File: src/rtl/seq_alu_if.sv
// Request/response bundle for seq_alu: operation request (valid/ready),
// result return (valid/ready) and the status outputs that qualify the result.
interface seq_alu_if #(
    parameter int WIDTH = 32,
    parameter int IMM_W = 16
);
    logic             in_valid;
    logic             in_ready;
    logic [3:0]       opcode;
    logic [3:0]       cond;
    logic [2:0]       srcontrol;
    logic             sbit;
    logic [IMM_W-1:0] imvalue;
    logic [WIDTH-1:0] in1;
    logic [WIDTH-1:0] in2;
    logic             out_valid;
    logic             out_ready;
    logic [WIDTH-1:0] result;
    logic [3:0]       flags;
    logic             skipped;

    modport master (
        output in_valid, opcode, cond, srcontrol, sbit, imvalue, in1, in2, out_ready,
        input  in_ready, out_valid, result, flags, skipped
    );

    modport slave (
        input  in_valid, opcode, cond, srcontrol, sbit, imvalue, in1, in2, out_ready,
        output in_ready, out_valid, result, flags, skipped
    );
endinterface

File: src/rtl/seq_alu.sv
// Multi-cycle conditional ALU with internal NZCV register and iterative shift-add multiplier.
// Define SEQ_ALU_MUL_EN to build the multiplier; otherwise opcode 2 executes as a NOP.
module seq_alu #(
    parameter int WIDTH = 32,
    parameter int IMM_W = 16
) (
    input logic      clk,
    input logic      reset,
    seq_alu_if.slave bus
);
    localparam int SH_W = $clog2(WIDTH);

    typedef enum logic [1:0] {S_IDLE, S_MUL, S_DONE} state_t;

    typedef enum logic [3:0] {
        OP_ADD    = 4'd0,
        OP_SUB    = 4'd1,
        OP_MUL    = 4'd2,
        OP_OR     = 4'd3,
        OP_AND    = 4'd4,
        OP_XOR    = 4'd5,
        OP_MOVN   = 4'd6,
        OP_MOVREG = 4'd7,
        OP_CMP    = 4'd8
    } op_t;

    state_t           r_state;
    logic             r_in_ready;
    logic             r_out_valid;
    logic             r_skipped;
    logic [WIDTH-1:0] r_result;
    logic [3:0]       r_flags;

    logic [SH_W-1:0]  w_amt;
    logic [SH_W-1:0]  w_ramt;
    logic [WIDTH-1:0] w_b;
    logic [WIDTH-1:0] w_imm_ext;
    logic [WIDTH:0]   w_sum;
    logic [WIDTH:0]   w_diff;
    logic [WIDTH-1:0] w_res;
    logic [WIDTH-1:0] w_fsrc;
    logic [3:0]       w_flags_next;
    logic             w_cond_ok;
    logic             w_c;
    logic             w_v;
    logic             w_upd;
    logic             w_is_cmp;
    logic             w_n_f;
    logic             w_z_f;
    logic             w_c_f;
    logic             w_v_f;

    assign {w_n_f, w_z_f, w_c_f, w_v_f} = r_flags;

    generate
        if (IMM_W >= WIDTH) begin : g_imm_trunc
            assign w_imm_ext = bus.imvalue[WIDTH-1:0];
        end else begin : g_imm_zext
            assign w_imm_ext = {{(WIDTH-IMM_W){1'b0}}, bus.imvalue};
        end
    endgenerate

    // Rotate uses the complementary amount modulo WIDTH, so amount 0 degenerates to in2.
    assign w_amt  = bus.imvalue[SH_W+2:3];
    assign w_ramt = SH_W'(0) - w_amt;
    assign w_sum  = {1'b0, bus.in1} + {1'b0, w_b};
    assign w_diff = {1'b0, bus.in1} - {1'b0, w_b};

    // NOTE: every signal gets a default at the top of always_comb, so no path can infer a latch.
    always_comb begin
        w_b       = bus.in2;
        w_cond_ok = 1'b1;
        w_res     = '0;
        w_c       = w_c_f;
        w_v       = w_v_f;
        w_upd     = 1'b0;
        w_is_cmp  = 1'b0;

        case (bus.srcontrol)
            3'b001:  w_b = bus.in2 >> w_amt;
            3'b010:  w_b = bus.in2 << w_amt;
            3'b011:  w_b = (bus.in2 >> w_amt) | (bus.in2 << w_ramt);
            default: w_b = bus.in2;
        endcase

        case (bus.cond)
            4'd1:    w_cond_ok = w_z_f;
            4'd2:    w_cond_ok = !w_z_f && (w_n_f == w_v_f);
            4'd3:    w_cond_ok = !w_z_f && (w_n_f != w_v_f);
            4'd4:    w_cond_ok = (w_n_f == w_v_f);
            4'd5:    w_cond_ok = (w_n_f != w_v_f);
            4'd6:    w_cond_ok = !w_z_f && w_c_f;
            4'd7:    w_cond_ok = !w_c_f;
            4'd8:    w_cond_ok = w_c_f;
            default: w_cond_ok = 1'b1;
        endcase

        if (w_cond_ok) begin
            case (op_t'(bus.opcode))
                OP_ADD: begin
                    w_res = w_sum[WIDTH-1:0];
                    w_c   = w_sum[WIDTH];
                    w_v   = (bus.in1[WIDTH-1] == w_b[WIDTH-1]) && (w_sum[WIDTH-1] != bus.in1[WIDTH-1]);
                    w_upd = bus.sbit;
                end
                OP_SUB, OP_CMP: begin
                    w_res    = (bus.opcode == OP_SUB) ? w_diff[WIDTH-1:0] : '0;
                    w_c      = ~w_diff[WIDTH];
                    w_v      = (bus.in1[WIDTH-1] != w_b[WIDTH-1]) && (w_diff[WIDTH-1] != bus.in1[WIDTH-1]);
                    w_is_cmp = (bus.opcode == OP_CMP);
                    w_upd    = bus.sbit || w_is_cmp;
                end
                OP_OR:     begin w_res = bus.in1 | w_b; w_upd = bus.sbit; end
                OP_AND:    begin w_res = bus.in1 & w_b; w_upd = bus.sbit; end
                OP_XOR:    begin w_res = bus.in1 ^ w_b; w_upd = bus.sbit; end
                OP_MOVN:   begin w_res = w_imm_ext;     w_upd = bus.sbit; end
                OP_MOVREG: begin w_res = bus.in1;       w_upd = bus.sbit; end
                default:   w_res = '0;
            endcase
        end

        w_fsrc       = w_is_cmp ? w_diff[WIDTH-1:0] : w_res;
        w_flags_next = {w_fsrc[WIDTH-1], (w_fsrc == '0), w_c, w_v};
    end

`ifdef SEQ_ALU_MUL_EN
    logic [WIDTH-1:0] r_mcand;
    logic [WIDTH-1:0] r_mplier;
    logic [WIDTH-1:0] r_acc;
    logic [SH_W-1:0]  r_cnt;
    logic             r_sbit;
    logic [WIDTH-1:0] w_acc_next;
    logic             w_is_mul;

    assign w_is_mul   = w_cond_ok && (bus.opcode == OP_MUL);
    assign w_acc_next = r_acc + (r_mplier[0] ? r_mcand : '0);
`endif

    // NOTE: every register here uses <= so all state updates see pre-edge values.
    always_ff @(posedge clk or negedge reset) begin
        if (!reset) begin
            r_state     <= S_IDLE;
            r_in_ready  <= 1'b0;
            r_out_valid <= 1'b0;
            r_result    <= '0;
            r_flags     <= 4'b0000;
            r_skipped   <= 1'b0;
`ifdef SEQ_ALU_MUL_EN
            r_mcand     <= '0;
            r_mplier    <= '0;
            r_acc       <= '0;
            r_cnt       <= '0;
            r_sbit      <= 1'b0;
`endif
        end else begin
            case (r_state)
                S_IDLE: begin
                    r_in_ready <= 1'b1;
                    if (bus.in_valid && r_in_ready) begin
                        r_in_ready <= 1'b0;
`ifdef SEQ_ALU_MUL_EN
                        if (w_is_mul) begin
                            r_state   <= S_MUL;
                            r_mcand   <= bus.in1;
                            r_mplier  <= w_b;
                            r_acc     <= '0;
                            r_cnt     <= '0;
                            r_sbit    <= bus.sbit;
                            r_skipped <= 1'b0;
                        end else
`endif
                        begin
                            r_state     <= S_DONE;
                            r_out_valid <= 1'b1;
                            r_result    <= w_res;
                            r_skipped   <= ~w_cond_ok;
                            if (w_upd) r_flags <= w_flags_next;
                        end
                    end
                end
`ifdef SEQ_ALU_MUL_EN
                S_MUL: begin
                    r_acc    <= w_acc_next;
                    r_mcand  <= r_mcand << 1;
                    r_mplier <= r_mplier >> 1;
                    r_cnt    <= r_cnt + SH_W'(1);
                    if (r_cnt == SH_W'(WIDTH - 1)) begin
                        r_state     <= S_DONE;
                        r_out_valid <= 1'b1;
                        r_result    <= w_acc_next;
                        if (r_sbit) r_flags <= {w_acc_next[WIDTH-1], (w_acc_next == '0), 2'b00};
                    end
                end
`endif
                S_DONE: begin
                    if (bus.out_ready) begin
                        r_state     <= S_IDLE;
                        r_out_valid <= 1'b0;
                        r_in_ready  <= 1'b1;
                    end
                end
                default: r_state <= S_IDLE;
            endcase
        end
    end

    assign bus.in_ready  = r_in_ready;
    assign bus.out_valid = r_out_valid;
    assign bus.result    = r_result;
    assign bus.flags     = r_flags;
    assign bus.skipped   = r_skipped;
endmodule

File: src/flat_wrapper.sv
// flat-port wrapper written by rule: the top's interface ports become plain ports
module seq_alu_flat 
#(
    parameter int WIDTH = 32,
    parameter int IMM_W = 16
)
  (clk, reset, bus_in_valid, bus_opcode, bus_cond, bus_srcontrol, bus_sbit, bus_imvalue, bus_in1, bus_in2, bus_out_ready, bus_in_ready, bus_out_valid, bus_result, bus_flags, bus_skipped);
  seq_alu_if #(.WIDTH(WIDTH), .IMM_W(IMM_W)) bus_i ();
  input logic clk;
  input logic reset;
  input wire logic [$bits(bus_i.in_valid)-1:0] bus_in_valid;
  input wire logic [$bits(bus_i.opcode)-1:0] bus_opcode;
  input wire logic [$bits(bus_i.cond)-1:0] bus_cond;
  input wire logic [$bits(bus_i.srcontrol)-1:0] bus_srcontrol;
  input wire logic [$bits(bus_i.sbit)-1:0] bus_sbit;
  input wire logic [$bits(bus_i.imvalue)-1:0] bus_imvalue;
  input wire logic [$bits(bus_i.in1)-1:0] bus_in1;
  input wire logic [$bits(bus_i.in2)-1:0] bus_in2;
  input wire logic [$bits(bus_i.out_ready)-1:0] bus_out_ready;
  output wire logic [$bits(bus_i.in_ready)-1:0] bus_in_ready;
  output wire logic [$bits(bus_i.out_valid)-1:0] bus_out_valid;
  output wire logic [$bits(bus_i.result)-1:0] bus_result;
  output wire logic [$bits(bus_i.flags)-1:0] bus_flags;
  output wire logic [$bits(bus_i.skipped)-1:0] bus_skipped;
  assign bus_i.in_valid = bus_in_valid;
  assign bus_i.opcode = bus_opcode;
  assign bus_i.cond = bus_cond;
  assign bus_i.srcontrol = bus_srcontrol;
  assign bus_i.sbit = bus_sbit;
  assign bus_i.imvalue = bus_imvalue;
  assign bus_i.in1 = bus_in1;
  assign bus_i.in2 = bus_in2;
  assign bus_i.out_ready = bus_out_ready;
  assign bus_in_ready = bus_i.in_ready;
  assign bus_out_valid = bus_i.out_valid;
  assign bus_result = bus_i.result;
  assign bus_flags = bus_i.flags;
  assign bus_skipped = bus_i.skipped;
  seq_alu #(.WIDTH(WIDTH), .IMM_W(IMM_W)) u_core (.clk(clk), .reset(reset), .bus(bus_i));
endmodule
File: config.mk
export PLATFORM = sky130hd
export DESIGN_NAME = seq_alu_flat
export DESIGN_NICKNAME = d
export VERILOG_FILES = /design/src/rtl/seq_alu_if.sv /design/src/rtl/seq_alu.sv /design/src/flat_wrapper.sv
export SDC_FILE = /design/constraint.sdc
export NUM_CORES = 1
export LEC_CHECK = 0
export ABC_AREA = 0
export BUFFER_PORTS_ARGS = -buffer_cell sky130_fd_sc_hd__buf_2
export CORE_MARGIN = 5
export CORE_UTILIZATION = 25
export CTS_CLUSTER_DIAMETER = 60
export DETAILED_ROUTE_END_ITERATION = 8
export PLACE_DENSITY_LB_ADDON = 0.1
export SYNTH_ARGS = -nofsm -noshare
export SYNTH_HDL_FRONTEND = slang
export SYNTH_SLANG_ARGS = --single-unit
File: constraint.sdc
create_clock -name clk -period 2.55 [get_ports clk]
set_input_delay 0.51 -clock clk [delete_from_list [all_inputs] [get_ports clk]]
set_output_delay 0.51 -clock clk [all_outputs]
set_load 0.05 [all_outputs]
# Word level (Yosys, flattened, before mapping)
# Index checks and enable logic that the tools add are counted.
dict set report word_totals {
  wordCells 89
  output_inout_bits 39
  reg_bits 41
}
dict set report classes {
  shift 3
  reduce_logical 22
  n_eq_ne 27
  bitwise_logic 6
  n_addsub 3
  mux 21
}
# cell n
set ops {}
lappend ops {{32-bit case mux with 7 select lines} 1}
lappend ops {{32-bit two-way mux} 3}
lappend ops {{32-bit case mux with 3 select lines} 1}
lappend ops {{32-bit bitwise OR} 2}
lappend ops {{32-bit by 5-bit << shifter with 32-bit output} 2}
lappend ops {{32-bit by 32-bit adder with 33-bit output} 1}
lappend ops {{32-bit by 32-bit subtractor with 33-bit output} 1}
lappend ops {{32-bit AND} 1}
lappend ops {{4-bit by 3-bit equality test with 1-bit output (second input constant)} 8}
lappend ops {{32-bit logical NOT} 1}
lappend ops {{32-bit by 5-bit >> shifter with 32-bit output} 1}
lappend ops {{32-bit XOR} 1}
lappend ops {{4-bit by 2-bit equality test with 1-bit output (second input constant)} 3}
lappend ops {{1-bit case mux with 2 select lines} 5}
lappend ops {{4-bit by 1-bit equality test with 1-bit output (second input constant)} 2}
lappend ops {{4-bit equality test (second input constant)} 2}
lappend ops {{1-bit case mux with 8 select lines} 1}
lappend ops {{1-bit two-way mux} 7}
lappend ops {{3-bit by 2-bit equality test with 1-bit output (second input constant)} 2}
lappend ops {{1-bit logical AND} 6}
lappend ops {{2-bit AND reduction} 3}
lappend ops {{3-bit AND reduction} 2}
lappend ops {{6-bit OR reduction} 1}
lappend ops {{5-bit AND reduction} 1}
lappend ops {{16 further kinds} 24}

# Depth between registers and ports, before layout
dict set report logic_depth {
  word_depth 10
  mapped_depth 30
  mapped_depth_nobuf 25
}

# Worst setup path after synthesis
# No wires, ideal clock.
dict set report synth_timing {
  kind {input-to-reg}
  from {in bus_imvalue[4]}
  to {reg u_core.r_flags[2] (netlist: u_core.bus.flags[2])}
  cell_stages 24
  required_ps 2458
  path_slack_ps -3809
  t_arrival_ps 6267
  path_cell_list {clkbuf_1 inv_2 buf_1 clkbuf_1 ha_1 xor2_1 clkbuf_1 clkbuf_1 o21ai_0 a21oi_1 o22ai_1 a221o_1 ha_1 buf_2 nand2b_1 a221o_1 a221oi_1 nor3_1 a211oi_1 o221ai_1 or4_4 a2111oi_4 o2111ai_1 o31ai_2}
}
dict set report synth_via {
  elab_chain_len 10
}
# item line
set synth_lines {}
lappend synth_lines {{start: declaration} flat_wrapper.sv:16} ;# input wire logic [$bits(bus_i.imvalue)-1:0] bus_imvalue;
lappend synth_lines {{1-bit by 5-bit subtractor with 5-bit output} seq_alu.sv:65} ;# assign w_ramt = SH_W'(0) - w_amt;
lappend synth_lines {{32-bit by 5-bit << shifter with 32-bit output} seq_alu.sv:82} ;# 3'b011: w_b = (bus.in2 >> w_amt) | (bus.in2 << w_ramt);
lappend synth_lines {{32-bit bitwise OR} seq_alu.sv:82}
lappend synth_lines {{32-bit case mux with 3 select lines} seq_alu.sv:79} ;# case (bus.srcontrol)
lappend synth_lines {{32-bit by 32-bit subtractor with 33-bit output} seq_alu.sv:67} ;# assign w_diff = {1'b0, bus.in1} - {1'b0, w_b};
lappend synth_lines {{32-bit two-way mux} seq_alu.sv:107} ;# w_res = (bus.opcode == OP_SUB) ? w_diff[WIDTH-1:0] : '0;
lappend synth_lines {{32-bit case mux with 7 select lines} seq_alu.sv:99} ;# case (op_t'(bus.opcode))
lappend synth_lines {{32-bit two-way mux} seq_alu.sv:98} ;# if (w_cond_ok) begin
lappend synth_lines {{32-bit two-way mux *} seq_alu.sv:122} ;# w_fsrc = w_is_cmp ? w_diff[WIDTH-1:0] : w_res;
lappend synth_lines {{32-bit logical NOT *} seq_alu.sv:123} ;# w_flags_next = {w_fsrc[WIDTH-1], (w_fsrc == '0), w_c, w_v};
lappend synth_lines {{end signal: assignment} seq_alu.sv:177} ;# if (w_upd) r_flags <= w_flags_next;
lappend synth_lines {{end: declaration} seq_alu.sv:32} ;# logic [3:0] r_flags;
# Every way passes the cells marked *; elsewhere a longest branch is shown, timed or not.
# A chain may end at the register's enable or synchronous reset.

# Worst setup path after layout
dict set report layout_timing {
  from {in bus_imvalue[3]}
  to {reg u_core.r_flags[2] (netlist: u_core.bus.flags[2])}
}
# The elaborated chain is that of the path after synthesis.

==> metrics.md <==
| Metric | Value |
|---|---|
| Internal power | 5.20 mW |
| Via-per-instance ratio | 5.43 |
| Fin. max-slew vios | 0 |
| Initial antenna violation count | 0 |
| CTS tree | done |
| Post-synth EDFFs | 0 |
| Clock-pin slew on the worst setup and hold paths | 50 ps |
| Critical Path RT | 2750 ps |
| Sw power | 5.10 mW |
| Switching part of the total | 0.495 |
| Comb power frac | 0.857 |
| Layout fillers | 4969 |
| Rel. slew slack | 0.420 |
| Commonest non-fill, non-tap cell in the layout | buf_4 |
| Detailed placer's ending HPWL | 65.8 mm |
| Die width | 233 um |
| Antenna Cells | 0 |
| ANT nets after route | 0 |
| Inserted Clock Buffers | 5 |
| Post-synth cell types | 87 |
| Layout area overhead | 93.5% |
| Tot GR Track Use | 0.278 |
| RSZ-0062 raised after global routing | yes |
| GPL Wtd Cong | a little under 1 |
| Cell Rows | between 80 and 90 |
| DRC viols | 0 |
| Initial Utilization | 0.254 |
| Peak Freq | just under 200 MHz |
| Slew @ Worst Pin | 870 ps |
| Final setup TNS | -64310 ps |
| Mapped Cells | 1926 |
| IO Port Bufs | 134 |
| DR iter-0 viols | 1288 |
| Clk root buf | clkbuf_16 |
| Ys flop type | dfrtp_1 |
| #FFs+latches synth | 39 |
| Total global routing overflow | 0 |
| IO Pins | 135 |
| Number of setup violations in the final report | 36 |
| Mean Syn Cell Area | between 6 and 7 um2 |
| PD cells | 426 nW/um2 |
| Status | finished, violations left |
| Data arrival time of the worst path | 5280 ps |
| CTS H-Tree Depth | 2 |
| Crit Path Class | in -> reg |
| Post-Syn Nets | 2121 |
| Final critical-path share of the clock period | 1.99 |
| Slowest stage cell, crit path | or4_4 |
| Clk buf depth | 2 |
| Largest net degree at the start of global routing | 54 |
| Post-synth top area share | 0.0973 |
| Cell taking the most area after synthesis | ha_1 |
| Clock latency on the worst-skew pair | approximately 290 ps |
| Flop2flop setup slack | -660 ps |
| Via count | 18865 |
| R2r endpoint | u_core.bus.flags[2] |
| HP Class | in -> async |
| Most frequent cells in the layout | buf_4, nand2_1, nor2_1 |
| Area of the multi-input gates | between 10000 and 15000 um2 |
| Worst setup path endpoint | u_core.bus.flags[2] |
| Peak VDD IR | 266 uV |
| Avg WL per Cell | 22.9 um |
| Sink Count | 39 |
| Async set or reset register ratio after synthesis | 1.00 |
| CP Launch Point | bus_imvalue[3] |
| Worst hold slack | 336 ps |
| Critical R2R Launch | u_core.bus.flags[2] |
| Core Box Area | slightly below 50000 um2 |
| R2R depth | 12 |
| Period minus WS final | 5080 ps |
| Final #Nets | ~3000 |
| Worst Setup End Kind | flip-flop |
| Hold Vio Cnt, Final | 0 |
| First-pass GRT wire length | 116 mm |
| Synth top area cells | ha_1, nand2_1, a21oi_1 |
| Share of layout cells above drive strength 1 | 0.551 |
| Yosys Warn Count | 0 |
| Clock power frac | 0.058 |
| Startpoint types | primary input |
| Worst path max stage delay | 440 ps |
| Max cap viols | 0 |
| Worst Skew | 4.71 ps |
| Final WS setup | -2530 ps |
| Max FO, Critical Path | 5 |
| Design Power | 10.3 mW |
| Synthesized area | 12500 um2 |
| Detailed Routing Iterations Pass 1 | 6 |
| Cell repeated most along the worst path | buf_6 |
| Violated checks | negative setup slack |
| Area of the die | about 54000 um2 |
| Share of power burned in registers | 0.085 |
| Routed WL | 79.5 mm |
| Vias in the first global route | ~19000 |
| P_leak | 10.8 nW |
| Register area | 976 um2 |
| Die Y | between 200 and 250 um |
| Sequential area share after synthesis | 0.0783 |
-- logic make-up (layout without fill, tap and decap cells) --
family | after synthesis | after routing | synth area share
buf+inv | 245 | 1127 | 0.0742
simple gates | 725 | 725 | 0.267
flops | 39 | 39 | 0.0783
compound gates | 682 | 682 | 0.366
xor+xnor | 48 | 48 | 0.0337
mux | 88 | 88 | 0.0811
fa+ha+maj | 99 | 99 | 0.101
-- registers in the layout, summed over array words and instances (netlist names) --
signal / cells
u_core.bus.flags: 4
u_core.bus.skipped: 1
u_core.bus.result: 32
u_core.bus.in_ready: 1
u_core.bus.out_valid: 1
-- worst min-delay path by stage --
stage,cells after the start,startpoint,end,slack [ps]
4_1_cts,1,reset,u_core.bus.result[4],360
3_5_place_dp,2,u_core.bus.result[3],u_core.bus.result[3],460
3_3_place_gp,2,u_core.bus.result[29],u_core.bus.result[29],460
5_1_grt,1,reset,u_core.bus.result[4],420
2_1_floorplan,0,reset,u_core.bus.flags[0],210
6_report,1,reset,u_core.bus.result[8],340
-- cell type report --
cell class | count | area share
Clock buffer | 7 | 0.00550
Clock inverter | 1 | 0.000207
Tap cell | 664 | 0.0344
Timing Repair Buffer | 1015 | 0.333
Inverter | 104 | 0.0170
Multi-Input combinational cell | 1642 | 0.569
Sequential cell | 39 | 0.0404
-- cells in the mapped netlist (10+ instances only) --
cell type	number
a211oi_1	40
a21o_1	25
a21oi_1	195
a221oi_1	17
a222oi_1	13
a22o_1	10
a22oi_1	14
a31oi_1	23
and2_1	25
and3_1	22
buf_1	27
clkbuf_1	109
dfrtp_1	39
ha_1	97
inv_1	101
mux2_2	24
mux2i_1	56
nand2_1	269
nand2b_1	23
nand3_1	29
nand4_1	12
nor2_1	206
nor2b_1	32
nor3_1	46
nor4_1	19
o2111ai_1	13
o211ai_1	32
o21ai_0	128
o22ai_1	16
o31ai_1	25
xnor2_1	39
-- what timing repair did --
action,in CTS,in global routing
endpoints found under the setup margin,36,36
gates resized for setup,425,256
hold buffers,0,0
pin swaps,113,131
buffers inserted,82,53
cloned,6,0
-- through the flow --
step | setup WS [ps] | cells | area [um2] | util
4_1_cts | -2480 | 3423 | 22500 | 0.458
3_3_place_gp | -3450 | 3331 | 19700 | 0.401
5_1_grt | -2710 | 3472 | 24100 | 0.491
3_5_place_dp | -3430 | 3331 | 19700 | 0.401
2_1_floorplan | -2750 | 1926 | 13000 | -
6_report | -2530 | 3472 | 24100 | 0.491
-- power groups by stage --
stage          Combinational (mW)  Sequential, mW  Clock [mW]
2_1_floorplan                2.99            1.49           0
3_3_place_gp                 6.95           0.885           0
3_5_place_dp                 6.95           0.891           0
4_1_cts                      7.96           0.880       0.622
5_1_grt                      9.33           0.900       0.642
6_report                     8.82           0.875       0.597
-- critical path, delay by kind of cell --
family                   cells  cell delay, ps
AO/OA/AOI/OAI               12            2610
buffers and inverters        6             680
AND/OR/NAND/NOR              4             660
adder cells (fa/ha/maj)      2             500
XOR/XNOR                     2             310
-- routing by layer --
metal	up-vias	wire (um)	global-route usage	share of wire
met4	0	4630	0.136	0.058
li1	8861	-	-	-
met3	168	3660	0.0132	0.046
met5	-	0	0	0
met1	9137	33700	0.358	0.42
met2	699	37500	0.475	0.47
(Power assumes the default switching activity.)
